--- src/rtl/life_ctrl.sv ---
// Game life/phase controller: sequences idle, ready freeze, play, death freeze
// and game-over, tracking remaining lives and issuing a respawn pulse.
module life_ctrl #(
  parameter int unsigned LIVES_INIT  = 3,
  parameter int unsigned READY_TICKS = 60,
  parameter int unsigned DEATH_TICKS = 90
) (
  input  logic       clk,
  input  logic       rst,
  input  logic       tick,
  input  logic       start_btn,
  input  logic       p_dead,
  output logic [1:0] lives,
  output logic [2:0] state,
  output logic       freeze,
  output logic       respawn,
  output logic       game_over
);

  typedef enum logic [2:0] {
    S_IDLE  = 3'd0,
    S_READY = 3'd1,
    S_PLAY  = 3'd2,
    S_DYING = 3'd3,
    S_OVER  = 3'd4
  } state_e;

  localparam logic [1:0] LIVES_LOAD = 2'(LIVES_INIT);
  localparam logic [7:0] READY_LOAD = 8'(READY_TICKS);
  localparam logic [7:0] DEATH_LOAD = 8'(DEATH_TICKS);

  state_e     state_q, state_d;
  logic [1:0] lives_q, lives_d;
  logic [7:0] timer_q, timer_d;
  logic       start_prev_q;
  logic       freeze_q, freeze_d;
  logic       respawn_q, respawn_d;
  logic       game_over_q, game_over_d;
  logic       start_edge;

  always_comb begin
    state_d    = state_q;
    lives_d    = lives_q;
    timer_d    = timer_q;
    start_edge = start_btn & ~start_prev_q;
    unique case (state_q)
      S_IDLE, S_OVER: begin
        if (start_edge) begin
          state_d = S_READY;
          lives_d = LIVES_LOAD;
          timer_d = READY_LOAD;
        end
      end
      S_READY: begin
        if (tick) begin
          timer_d = timer_q - 8'd1;
          if (timer_q == 8'd1) state_d = S_PLAY;
        end
      end
      S_PLAY: begin
        // Death wins over tick: the timer is loaded, never decremented, here.
        if (p_dead) begin
          state_d = S_DYING;
          lives_d = (lives_q == 2'd0) ? 2'd0 : lives_q - 2'd1;
          timer_d = DEATH_LOAD;
        end
      end
      S_DYING: begin
        if (tick) begin
          timer_d = timer_q - 8'd1;
          if (timer_q == 8'd1) begin
            if (lives_q == 2'd0) begin
              state_d = S_OVER;
            end else begin
              state_d = S_READY;
              timer_d = READY_LOAD;
            end
          end
        end
      end
      default: state_d = S_IDLE;
    endcase
    // Outputs are registered from the next-state values so they align with state.
    respawn_d   = (state_d == S_READY) && (state_q != S_READY);
    freeze_d    = (state_d != S_PLAY);
    game_over_d = (state_d == S_OVER);
  end

  always_ff @(posedge clk or posedge rst) begin
    if (rst) begin
      state_q      <= S_IDLE;
      lives_q      <= LIVES_LOAD;
      timer_q      <= '0;
      start_prev_q <= 1'b1;
      freeze_q     <= 1'b1;
      respawn_q    <= 1'b0;
      game_over_q  <= 1'b0;
    end else begin
      state_q      <= state_d;
      lives_q      <= lives_d;
      timer_q      <= timer_d;
      start_prev_q <= start_btn;
      freeze_q     <= freeze_d;
      respawn_q    <= respawn_d;
      game_over_q  <= game_over_d;
    end
  end

  assign lives     = lives_q;
  assign state     = state_q;
  assign freeze    = freeze_q;
  assign respawn   = respawn_q;
  assign game_over = game_over_q;

endmodule
--- config.mk ---
export PLATFORM = sky130hd
export DESIGN_NAME = life_ctrl
export DESIGN_NICKNAME = d
export VERILOG_FILES = /design/src/rtl/life_ctrl.sv
export SDC_FILE = /design/constraint.sdc
export NUM_CORES = 1
export LEC_CHECK = 0
export BUFFER_PORTS_ARGS = -buffer_cell sky130_fd_sc_hd__buf_2
export CAP_MARGIN = 30
export CORE_AREA = 10 10 51 73
export DETAILED_ROUTE_END_ITERATION = 7
export DIE_AREA = 0 0 61 83
export HOLD_SLACK_MARGIN = 0.02
export PLACE_DENSITY_LB_ADDON = 0.3
export SYNTH_ARGS = -nofsm -noshare
export SYNTH_HDL_FRONTEND = slang
export SYNTH_SLANG_ARGS = --single-unit
--- constraint.sdc ---
create_clock -name clk -period 2.23 [get_ports clk]
set_clock_uncertainty 0.1 [all_clocks]
set_input_delay 0.446 -clock clk [delete_from_list [all_inputs] [get_ports clk]]
set_output_delay 0.446 -clock clk [all_outputs]
set_load 0.02 [all_outputs]
==> results.md <==
- Sort of element at the start of the critical path: flip-flop
- Worst reg2reg endpoint: timer_q[6]$_DFFE_PP0P_
- Outcome: complete, no violations
- Full die area: roughly 5100 um2
- Number of global-route vias before repair: ~840
- Final critical delay including setup and external delays: 2.063 ns
- Number of vias per cell: 6.043
- Fill cells: 252
- Top achievable clock speed: ~480 MHz
- Cell area after technology mapping: around 930 um2
- Cell Rows: 22
- Global route total overflow: 0
- Cell type with the largest total area after synthesis: sky130_fd_sc_hd__dfrtp_1
- Final estimated routing congestion in global placement: 0.9618
- Mean instance size in the synthesized netlist: 9.126 um2
- Die W: roughly 60 um
- Starting Density: about two fifths
- Max-slew violation count: 0
- Setup tns final: 0 ns
- Maximum ir drop on the vdd rail: approximately 0.37 mV
- Clock buffer depth: 2
- Critical path arrival: 2.09 ns
- Final period utilization: 92.51%
- Critical path data required time: between 2 and 2.5 ns
- Total routing resource utilization after global routing: 8.959%
- Clock buffers created by TritonCTS: 3
- PnR worst setup slack: 0.1670 ns
- Post-placement cell count: about 140
- Leakage power: 0.4516 nW
- Synthesis warning total: 0
- Post-Layout Cell Count: 140
- Final nets: 124
- Number of top-level design ports: 13
- Post-synthesis sequential area ratio: 46.24%
- Clock transition time at the flip-flop clock pins of the worst setup and hold paths: 0.09 ns
- Most common cell after layout, fill and taps aside: sky130_fd_sc_hd__nor2_1
- Final setup violation count: 0
- Dpl ws: 0.2028 ns
- Growth of design area from synthesis to finish: 11.56%
- Area share of the leading cell type in the synthesized netlist: 34.95%
- Cell with the largest stage delay on the worst path: sky130_fd_sc_hd__or4b_4
- Detail Placement HPWL: around 1.7 mm
- Rel. slew slack: 57.99%
- Number of H-tree levels: 1
- Setup CP Type: reg2reg
- Fraction of final layout cells with drive strength greater than 1: about a fifth
- Post-DR wirelength/cell: 15.52 um
- Startpoint of the worst-slack reg-to-reg timing path: timer_q[1]$_DFFE_PP0P_
- Largest net degree at the start of global routing: 18
- DIE HEIGHT: 83 um
- Main area contributors after synthesis: sky130_fd_sc_hd__dfrtp_1 35%, sky130_fd_sc_hd__dfstp_2 11%, sky130_fd_sc_hd__nor2_1 6.0%
- Number of sinks handled by clock tree synthesis: 17
- Number of design rule violations left after detail routing: 0
- Number of different library cells in the post-synthesis netlist: 35
- Total number of vias: 846
- Biggest fanout along the worst timing path: 5
- Slew at the pin closest to its max-slew limit: about 0.63 ns
- Max capacitance violation total: 0
- Reg-to-reg slack, setup: 0.17 ns
- Number of cells traversed by the worst register-to-register path: 6
- Core outline area: about 2400 um2
- Worst Setup SP: timer_q[1]$_DFFE_PP0P_
- TritonCTS clock tree: done
- Final hold violations: 0
- Unrepaired setup endpoints after global routing: false
- Clock Root Buffer: sky130_fd_sc_hd__clkbuf_4
- Largest incremental delay on the critical path: 0.49 ns
- Post-CTS Hold Buffers: 0
- Critical path capture point type: flip-flop
- Last element of the critical path: timer_q[6]$_DFFE_PP0P_
- Post-cts sizing count: 0
- Power Density: 1160 nW/um2
- Count of input and output buffers: 12
- Worst hold slack after final layout: about 0.13 ns
- Post-CTS setup-driven buffer insertion count: 0
- Highest-count cells in the layout ignoring fill and taps: 15 x sky130_fd_sc_hd__nor2_1, 13 x sky130_fd_sc_hd__dfrtp_1, 12 x sky130_fd_sc_hd__buf_2
- ANT nets after route: 0
- Total detailed-routing wirelength: 2.173 mm
- CP Cell Sequence: inv_1 -> ha_1 -> or4b_4 -> o311a_1 -> nand2_1 -> o311ai_0
- Source-to-sink clock delay at the later pin of the worst-skew pair: roughly 0.28 ns
- Class of the tightest hold or removal check: in2async
- Diode insertion count for antenna repair: 0
- Flip-flop and latch count after synthesis: 17
- Pre-antenna DRT Iters: 4
- Wire length of the first global-routing pass: between 3 and 4 mm
- Count of mapped cells out of synthesis: 102
- Initial antenna violation count: 0
- Post-synthesis net count: 109
- Detailed Route Iter0 Violations: 12
==> stage by stage <==
stage | total power (W) | instance area, um2 | utilization, %
6_report | 0.001204 | 1039 | 42.87
5_1_grt | 0.001296 | 1039 | 42.87
4_1_cts | 0.001214 | 1039 | 42.87
3_5_place_dp | 0.001048 | 1012 | 41.79
3_3_place_gp | 0.001028 | 1012 | 41.79
2_1_floorplan | 0.0009053 | 930.9 | -
==> cell type report <==
class | count | area, um2 | share of cell area, %
Inverter | 7 | 26.28 | 2.530
Clock buffer | 4 | 26.28 | 2.530
Sequential cell | 17 | 430.4 | 41.45
Tap cell | 24 | 30.03 | 2.892
Multi-Input combinational cell | 76 | 465.4 | 44.82
Timing Repair Buffer | 12 | 60.06 | 5.783
==> per-layer routing <==
| metal | up-vias | wire length, um | global-route usage, % |
|---|---|---|---|
| li1 | 398 | - | - |
| met1 | 404 | 826 | 9.481 |
| met2 | 32 | 1089 | 14.27 |
| met3 | 12 | 159 | 2.439 |
| met4 | 0 | 97 | 6.387 |
| met5 | - | 0 | 0 |
==> where the power goes <==
| group | switching, W | internal [W] | leakage [nW] |
|---|---|---|---|
| Clock | 0.0000907 | 0.0000694 | 0.0150 |
| Combinational | 0.000277 | 0.000194 | 0.236 |
| Sequential | 0.000145 | 0.000427 | 0.200 |
==> critical path, delay by kind of cell (launching register included) <==
kind                     cells  cell delay [ns]
AND/OR/NAND/NOR              2             0.63
flip-flops                   1             0.39
buffers and inverters        1             0.10
adder cells (fa/ha/maj)      1             0.16
AO/OA/AOI/OAI                2             0.52
==> worst min-delay path by stage <==
stage / start / slack (ns) / to / depth (start not counted)
2_1_floorplan: rst / 0.27 / game_over$_DFF_PP0_ / 1
3_3_place_gp: lives[1]$_DFFE_PP1P_ / 0.39 / lives[1]$_DFFE_PP1P_ / 2
3_5_place_dp: lives[1]$_DFFE_PP1P_ / 0.40 / lives[1]$_DFFE_PP1P_ / 2
4_1_cts: rst / 0.14 / state[0]$_DFF_PP0_ / 2
5_1_grt: start_btn / 0.17 / start_prev_q$_DFF_PP1_ / 1
6_report: rst / 0.13 / respawn$_DFF_PP0_ / 2
==> flip-flops by register name, indices dropped and copies added (netlist names) <==
signal	cells
start_prev_q	1
game_over	1
respawn	1
freeze	1
state	3
lives	2
timer_q	8
==> synthesized netlist by cell type, drive strengths merged <==
| cell type | instances |
|---|---|
| and2 | 2 |
| nand4bb | 1 |
| or3 | 1 |
| xor2 | 1 |
| o221ai | 1 |
| or4 | 1 |
| nand2b | 2 |
| a21oi | 6 |
| a31oi | 2 |
| nand4 | 1 |
| dfstp | 4 |
| or3b | 1 |
| o31a | 1 |
| nor3b | 2 |
| dfrtp | 13 |
| nand2 | 8 |
| a311o | 1 |
| and3 | 2 |
| o21ai | 10 |
| buf | 1 |
| nand3 | 3 |
| o21a | 1 |
| o32a | 1 |
| o22a | 1 |
| o311ai | 1 |
| inv | 7 |
| o311a | 1 |
| nand3b | 1 |
| nor2 | 15 |
| clkbuf | 1 |
| nor4 | 2 |
| or4b | 2 |
| nor3 | 3 |
| ha | 2 |
==> logic make-up after synthesis <==
| group | after synthesis | share of synthesized area [%] |
|---|---|---|
| and+or+nand+nor | 47 | 28.63 |
| AOI/OAI and AO/OA | 26 | 17.74 |
| DFF | 17 | 46.24 |
| buffers and inverters | 9 | 3.763 |
| adders and majority gates | 2 | 2.688 |
| xor gates and xnor gates | 1 | 0.9410 |
Power figures use the tool's default switching activity.
